[src/rtl/spi_input_frontend_pkg.sv]
// Shared constants for the SPI input frontend: per-channel reset levels and
// default conditioner parameters.
package spi_input_frontend_pkg;

  localparam logic SCLK_RST = 1'b0;
  localparam logic CS_RST   = 1'b1;
  localparam logic MOSI_RST = 1'b0;

  localparam int DEF_SYNC_STAGES   = 2;
  localparam int DEF_COUNTER_WIDTH = 3;
  localparam int DEF_WAIT_TIME     = 3;

endpackage

[src/rtl/spi_input_frontend_input_conditioner.sv]
// Per-channel conditioner: synchronizer, debounce filter, registered edge pulses.
// SPI_FRONTEND_BYPASS_DEBOUNCE_EN removes the debounce counter (sync only).
module input_conditioner #(
  parameter int   SYNC_STAGES   = 2,
  parameter int   COUNTER_WIDTH = 3,
  parameter int   WAIT_TIME     = 3,
  parameter logic RESET_VAL     = 1'b0
) (
  input  logic clk,
  input  logic reset,
  input  logic noisysignal,
  output logic conditioned,
  output logic positiveedge,
  output logic negativeedge
);

  if (SYNC_STAGES < 2) begin : g_bad_sync
    $error("SYNC_STAGES must be at least 2");
  end
  if (WAIT_TIME > (2 ** COUNTER_WIDTH) - 1) begin : g_bad_wait
    $error("WAIT_TIME does not fit in COUNTER_WIDTH bits");
  end

  logic [SYNC_STAGES-1:0] sync_q;
  logic                   sync_out;

  assign sync_out = sync_q[SYNC_STAGES-1];

  always_ff @(posedge clk or posedge reset) begin
    if (reset) begin
      sync_q <= {SYNC_STAGES{RESET_VAL}};
    end else begin
      sync_q <= {sync_q[SYNC_STAGES-2:0], noisysignal};
    end
  end

`ifdef SPI_FRONTEND_BYPASS_DEBOUNCE_EN
  always_ff @(posedge clk or posedge reset) begin
    if (reset) begin
      conditioned  <= RESET_VAL;
      positiveedge <= 1'b0;
      negativeedge <= 1'b0;
    end else begin
      conditioned  <= sync_out;
      positiveedge <= sync_out & ~conditioned;
      negativeedge <= ~sync_out & conditioned;
    end
  end
`else
  localparam logic [COUNTER_WIDTH-1:0] WAIT_CNT = COUNTER_WIDTH'(WAIT_TIME);

  logic [COUNTER_WIDTH-1:0] count;

  // A mismatch must survive WAIT_TIME further edges before the level is accepted.
  always_ff @(posedge clk or posedge reset) begin
    if (reset) begin
      conditioned  <= RESET_VAL;
      count        <= '0;
      positiveedge <= 1'b0;
      negativeedge <= 1'b0;
    end else begin
      positiveedge <= 1'b0;
      negativeedge <= 1'b0;
      if (sync_out == conditioned) begin
        count <= '0;
      end else if (count == WAIT_CNT) begin
        conditioned  <= sync_out;
        count        <= '0;
        positiveedge <= sync_out;
        negativeedge <= ~sync_out;
      end else begin
        count <= count + 1'b1;
      end
    end
  end
`endif

endmodule

[src/rtl/spi_input_frontend.sv]
// SPI pin frontend: three independent conditioners for sclk, cs and mosi.
// Optional macro SPI_FRONTEND_BYPASS_DEBOUNCE_EN selects synchronize-only mode.
module spi_input_frontend
  import spi_input_frontend_pkg::*;
#(
  parameter int SYNC_STAGES   = DEF_SYNC_STAGES,
  parameter int COUNTER_WIDTH = DEF_COUNTER_WIDTH,
  parameter int WAIT_TIME     = DEF_WAIT_TIME
) (
  input  logic clk,
  input  logic reset,
  input  logic sclk_pin,
  input  logic cs_pin,
  input  logic mosi_pin,
  output logic sclk_cond,
  output logic cs_cond,
  output logic mosi_cond,
  output logic posclkedge,
  output logic negclkedge
);

  // Edge pulses exist only for sclk; the other channels' pulses are dropped.
  logic [3:0] unused_edges;

  input_conditioner #(
    .SYNC_STAGES(SYNC_STAGES), .COUNTER_WIDTH(COUNTER_WIDTH),
    .WAIT_TIME(WAIT_TIME), .RESET_VAL(SCLK_RST)
  ) u_sclk (
    .clk(clk), .reset(reset), .noisysignal(sclk_pin),
    .conditioned(sclk_cond), .positiveedge(posclkedge), .negativeedge(negclkedge)
  );

  input_conditioner #(
    .SYNC_STAGES(SYNC_STAGES), .COUNTER_WIDTH(COUNTER_WIDTH),
    .WAIT_TIME(WAIT_TIME), .RESET_VAL(CS_RST)
  ) u_cs (
    .clk(clk), .reset(reset), .noisysignal(cs_pin),
    .conditioned(cs_cond), .positiveedge(unused_edges[0]), .negativeedge(unused_edges[1])
  );

  input_conditioner #(
    .SYNC_STAGES(SYNC_STAGES), .COUNTER_WIDTH(COUNTER_WIDTH),
    .WAIT_TIME(WAIT_TIME), .RESET_VAL(MOSI_RST)
  ) u_mosi (
    .clk(clk), .reset(reset), .noisysignal(mosi_pin),
    .conditioned(mosi_cond), .positiveedge(unused_edges[2]), .negativeedge(unused_edges[3])
  );

endmodule

[config.mk]
export PLATFORM = sky130hd
export DESIGN_NAME = spi_input_frontend
export DESIGN_NICKNAME = d
export VERILOG_FILES = /design/src/rtl/spi_input_frontend_pkg.sv /design/src/rtl/spi_input_frontend_input_conditioner.sv /design/src/rtl/spi_input_frontend.sv
export SDC_FILE = /design/constraint.sdc
export NUM_CORES = 1
export LEC_CHECK = 0
export ABC_CLOCK_PERIOD_IN_PS = 1600
export CAP_MARGIN = 20
export CORE_MARGIN = 2
export CORE_UTILIZATION = 43
export DETAILED_ROUTE_END_ITERATION = 8
export GPL_ROUTABILITY_DRIVEN = 0
export PLACE_DENSITY = 0.76
export SYNTH_ARGS = -nofsm -noshare
export SYNTH_HDL_FRONTEND = slang
export SYNTH_SLANG_ARGS = --single-unit
[constraint.sdc]
create_clock -name clk -period 1.6 [get_ports clk]
set_input_delay 0.32 -clock clk [delete_from_list [all_inputs] [get_ports clk]]
set_output_delay 0.32 -clock clk [all_outputs]
set_load 0.02 [all_outputs]
==> results.py <==
metrics = {
    "floorplan": {
        "rows": 14,
        "die_h_um": 44.9,
        "die_w_um": 44.9,
        "pin_count": 10,
        "die_area_mm2": 0.00202,
        "core_area_mm2": 0.00154,
        "start_util": 0.467,
    },
    "worst_setup_path": {
        "setup.worst_path.start_class": "register",
        "crit_path_end_kind": "primary output",
        "worstPathArrival_ns": 1.17,
        "crit_required_ns": 1.28,
        "cpPeakStageDelay_ns": 0.55,
        "path_buf_inv": 1,
        "r2r_start": "u_sclk.count[0]$_DFF_PP0_",
        "path_cells": "dlygate4sd2_1",
        "startpoint": "u_cs.conditioned$_DFFE_PP1P_",
        "critPathTopFamily": "flip-flops",
        "slowest_stage": "dfstp_2",
        "path_class": "register to primary output",
        "crit_fanout": 3,
    },
    "clock_tree": {
        "insertion_delay_ns": 0.29,
        "cts-buffers-inserted": 3,
        "clockBufferDepth": 2,
        "clock-sinks": 20,
        "post_cts_buffers": 0,
        "cts_tree": "built",
        "htreeDepth": 1,
        "cts-root-buf": "clkbuf_4",
        "path_clk_slew_ns": 0.10,
    },
    "layout": {
        "nFillCells": 120,
        "layout_common_cells": "dfrtp_1, nor3b_1, clkdlybuf4s50_1",
        "drive_gt1_frac": 0.169,
        "fin_util": 0.567,
        "mostFrequentLayoutCell": "dfrtp_1",
        "num-nets-final": 68,
        "diodes": 0,
        "syn_to_final_growth_pct": 21.6,
        "layoutNonFillerInstCount": 75,
    },
    "job": {
        "cap_violations": 0,
    },
    "routing": {
        "drtPass1Iterations": 2,
        "drcViolationCount": 0,
        "via_per_inst": 4.93,
        "antenna_left": 0,
        "drt_iter0_drc": 1,
        "detail_route.wl_per_cell_um": 11.1,
        "vias": 370,
        "routed_wirelength_um": 834,
    },
    "sta": {
        "fin_ws_ns": 0.111,
        "min_period_ns": 1.49,
        "timing.final.crit_share": 0.930,
        "rsz0062_at_grt": "no",
        "clock_skew_ns": 0.000933,
        "setup_viol": 0,
        "relSlewSlack": 0.820,
        "hold_viol": 0,
        "fmax_ghz": 0.672,
        "worst_slew_pin_slew_ns": 0.268,
        "tns_ns": 0,
        "slew_violations": 0,
    },
    "grt": {
        "antenna_found_initial": 0,
        "grt_pass1_wl_um": 1470,
        "grt_max_degree": 21,
        "track_usage": 0.108,
        "overflow": 0,
        "grt_pass1_vias": 363,
    },
    "synth": {
        "syn-num-nets": 53,
        "synthTopCellsByArea": "dfrtp_1, dfstp_2, nor3b_1",
        "yosysTopAreaCell": "dfrtp_1",
        "netlist_instances": 45,
        "yosysSeqAreaShare": 0.701,
        "synth_top_area_frac": 0.591,
        "avgSynthCellArea_um2": 16.0,
        "netlist_area_um2": 719,
        "ys_warn_count": 0,
        "synth_seq_cells": 20,
        "yosysUniqueCellTypes": 11,
    },
    "power": {
        "vdd_drop_max_mv": 0.966,
        "p_per_area_mw_per_mm2": 1500,
        "leakagePower_nw": 0.433,
    },
    "min_path": {
        "min_path_type": "input port to asynchronous set/reset pin",
    },
    "placement": {
        "detailed_place_hpwl_um": 652,
        "port_buffers": 9,
        "place_ws_ns": 0.156,
        "dp_cells": 71,
    },
    "outcome": {
        "outcome": "complete, no violations",
    },
}
-- cells in the mapped netlist --
library cell / count
dfrtp_1: 17
dfstp_2: 3
ha_1: 3
inv_1: 1
mux2_1: 3
nand2b_1: 1
nor2b_1: 2
nor2b_4: 2
nor3_1: 3
nor3b_1: 7
xnor2_1: 3
-- final timing paths --
check	cells past startpoint	slack, ns	to
worst max-delay path	1	0.11	cs_cond
worst min-delay path	3	0.35	u_cs.count[1]$_DFF_PP0_
worst max register to register	3	0.43	u_sclk.conditioned$_DFFE_PP0P_
worst min register to register	0	0.36	u_mosi.sync_q[1]$_DFF_PP0_
max in group asynchronous	3	0.99	u_cs.sync_q[1]$_DFF_PP1_
min in group clk	0	0.36	u_mosi.sync_q[1]$_DFF_PP0_
-- timing repair --
action	4_1_cts	5_1_grt
hold buffers	0	0
setup endpoints to repair	3	2
resized for setup	3	2
-- metal layers --
layer  track usage  part of all wire
met1         0.145              0.47
met4        0.0882             0.035
met5             0                 0
met3        0.0240             0.031
met2         0.148              0.46
-- sequential cells by signal, summed over array words and instances, names as in the netlist --
name,flops
u_cs.count,3
u_mosi.count,3
u_sclk.count,3
u_cs.sync_q,2
u_mosi.sync_q,2
u_sclk.sync_q,2
u_cs.conditioned,1
u_mosi.conditioned,1
u_sclk.conditioned,1
u_sclk.negativeedge,1
u_sclk.positiveedge,1
-- kinds of logic (layout without fill, tap and decap cells) --
family	count (synthesis)	after routing	share of synthesized area
XOR/XNOR	3	3	0.0365
AND/OR/NAND/NOR	15	15	0.158
adder cells (fa/ha/maj)	3	3	0.0522
multiplexers	3	3	0.0470
buffers and inverters	1	15	0.00521
flip-flops	20	20	0.701
-- cell type report --
| cell class | count | area [µm²] | share of cell area |
|---|---|---|---|
| sequential | 20 | 504 | 0.577 |
| inverter | 1 | 3.75 | 0.00429 |
| timing repair buffer | 10 | 98.8 | 0.113 |
| tap | 16 | 20.0 | 0.0229 |
| multi-input combinational | 24 | 211 | 0.242 |
| clock buffer | 4 | 36.3 | 0.0415 |
-- report_power, final --
part / leakage (nW) / internal (mW) / switching, mW
logic: 0.163 / 0.177 / 0.171
registers: 0.249 / 0.626 / 0.0654
clock network: 0.0210 / 0.139 / 0.135
-- per-stage QoR --
step	instance area [µm²]	power, mW	hold WS, ns
finish	875	1.31	0.355
global route	875	1.42	0.362
CTS	870	1.34	0.356
detailed placement	837	1.09	0.341
global placement	837	1.07	0.334
floorplan	719	0.948	0.282
Power figures use the tool's default switching activity.
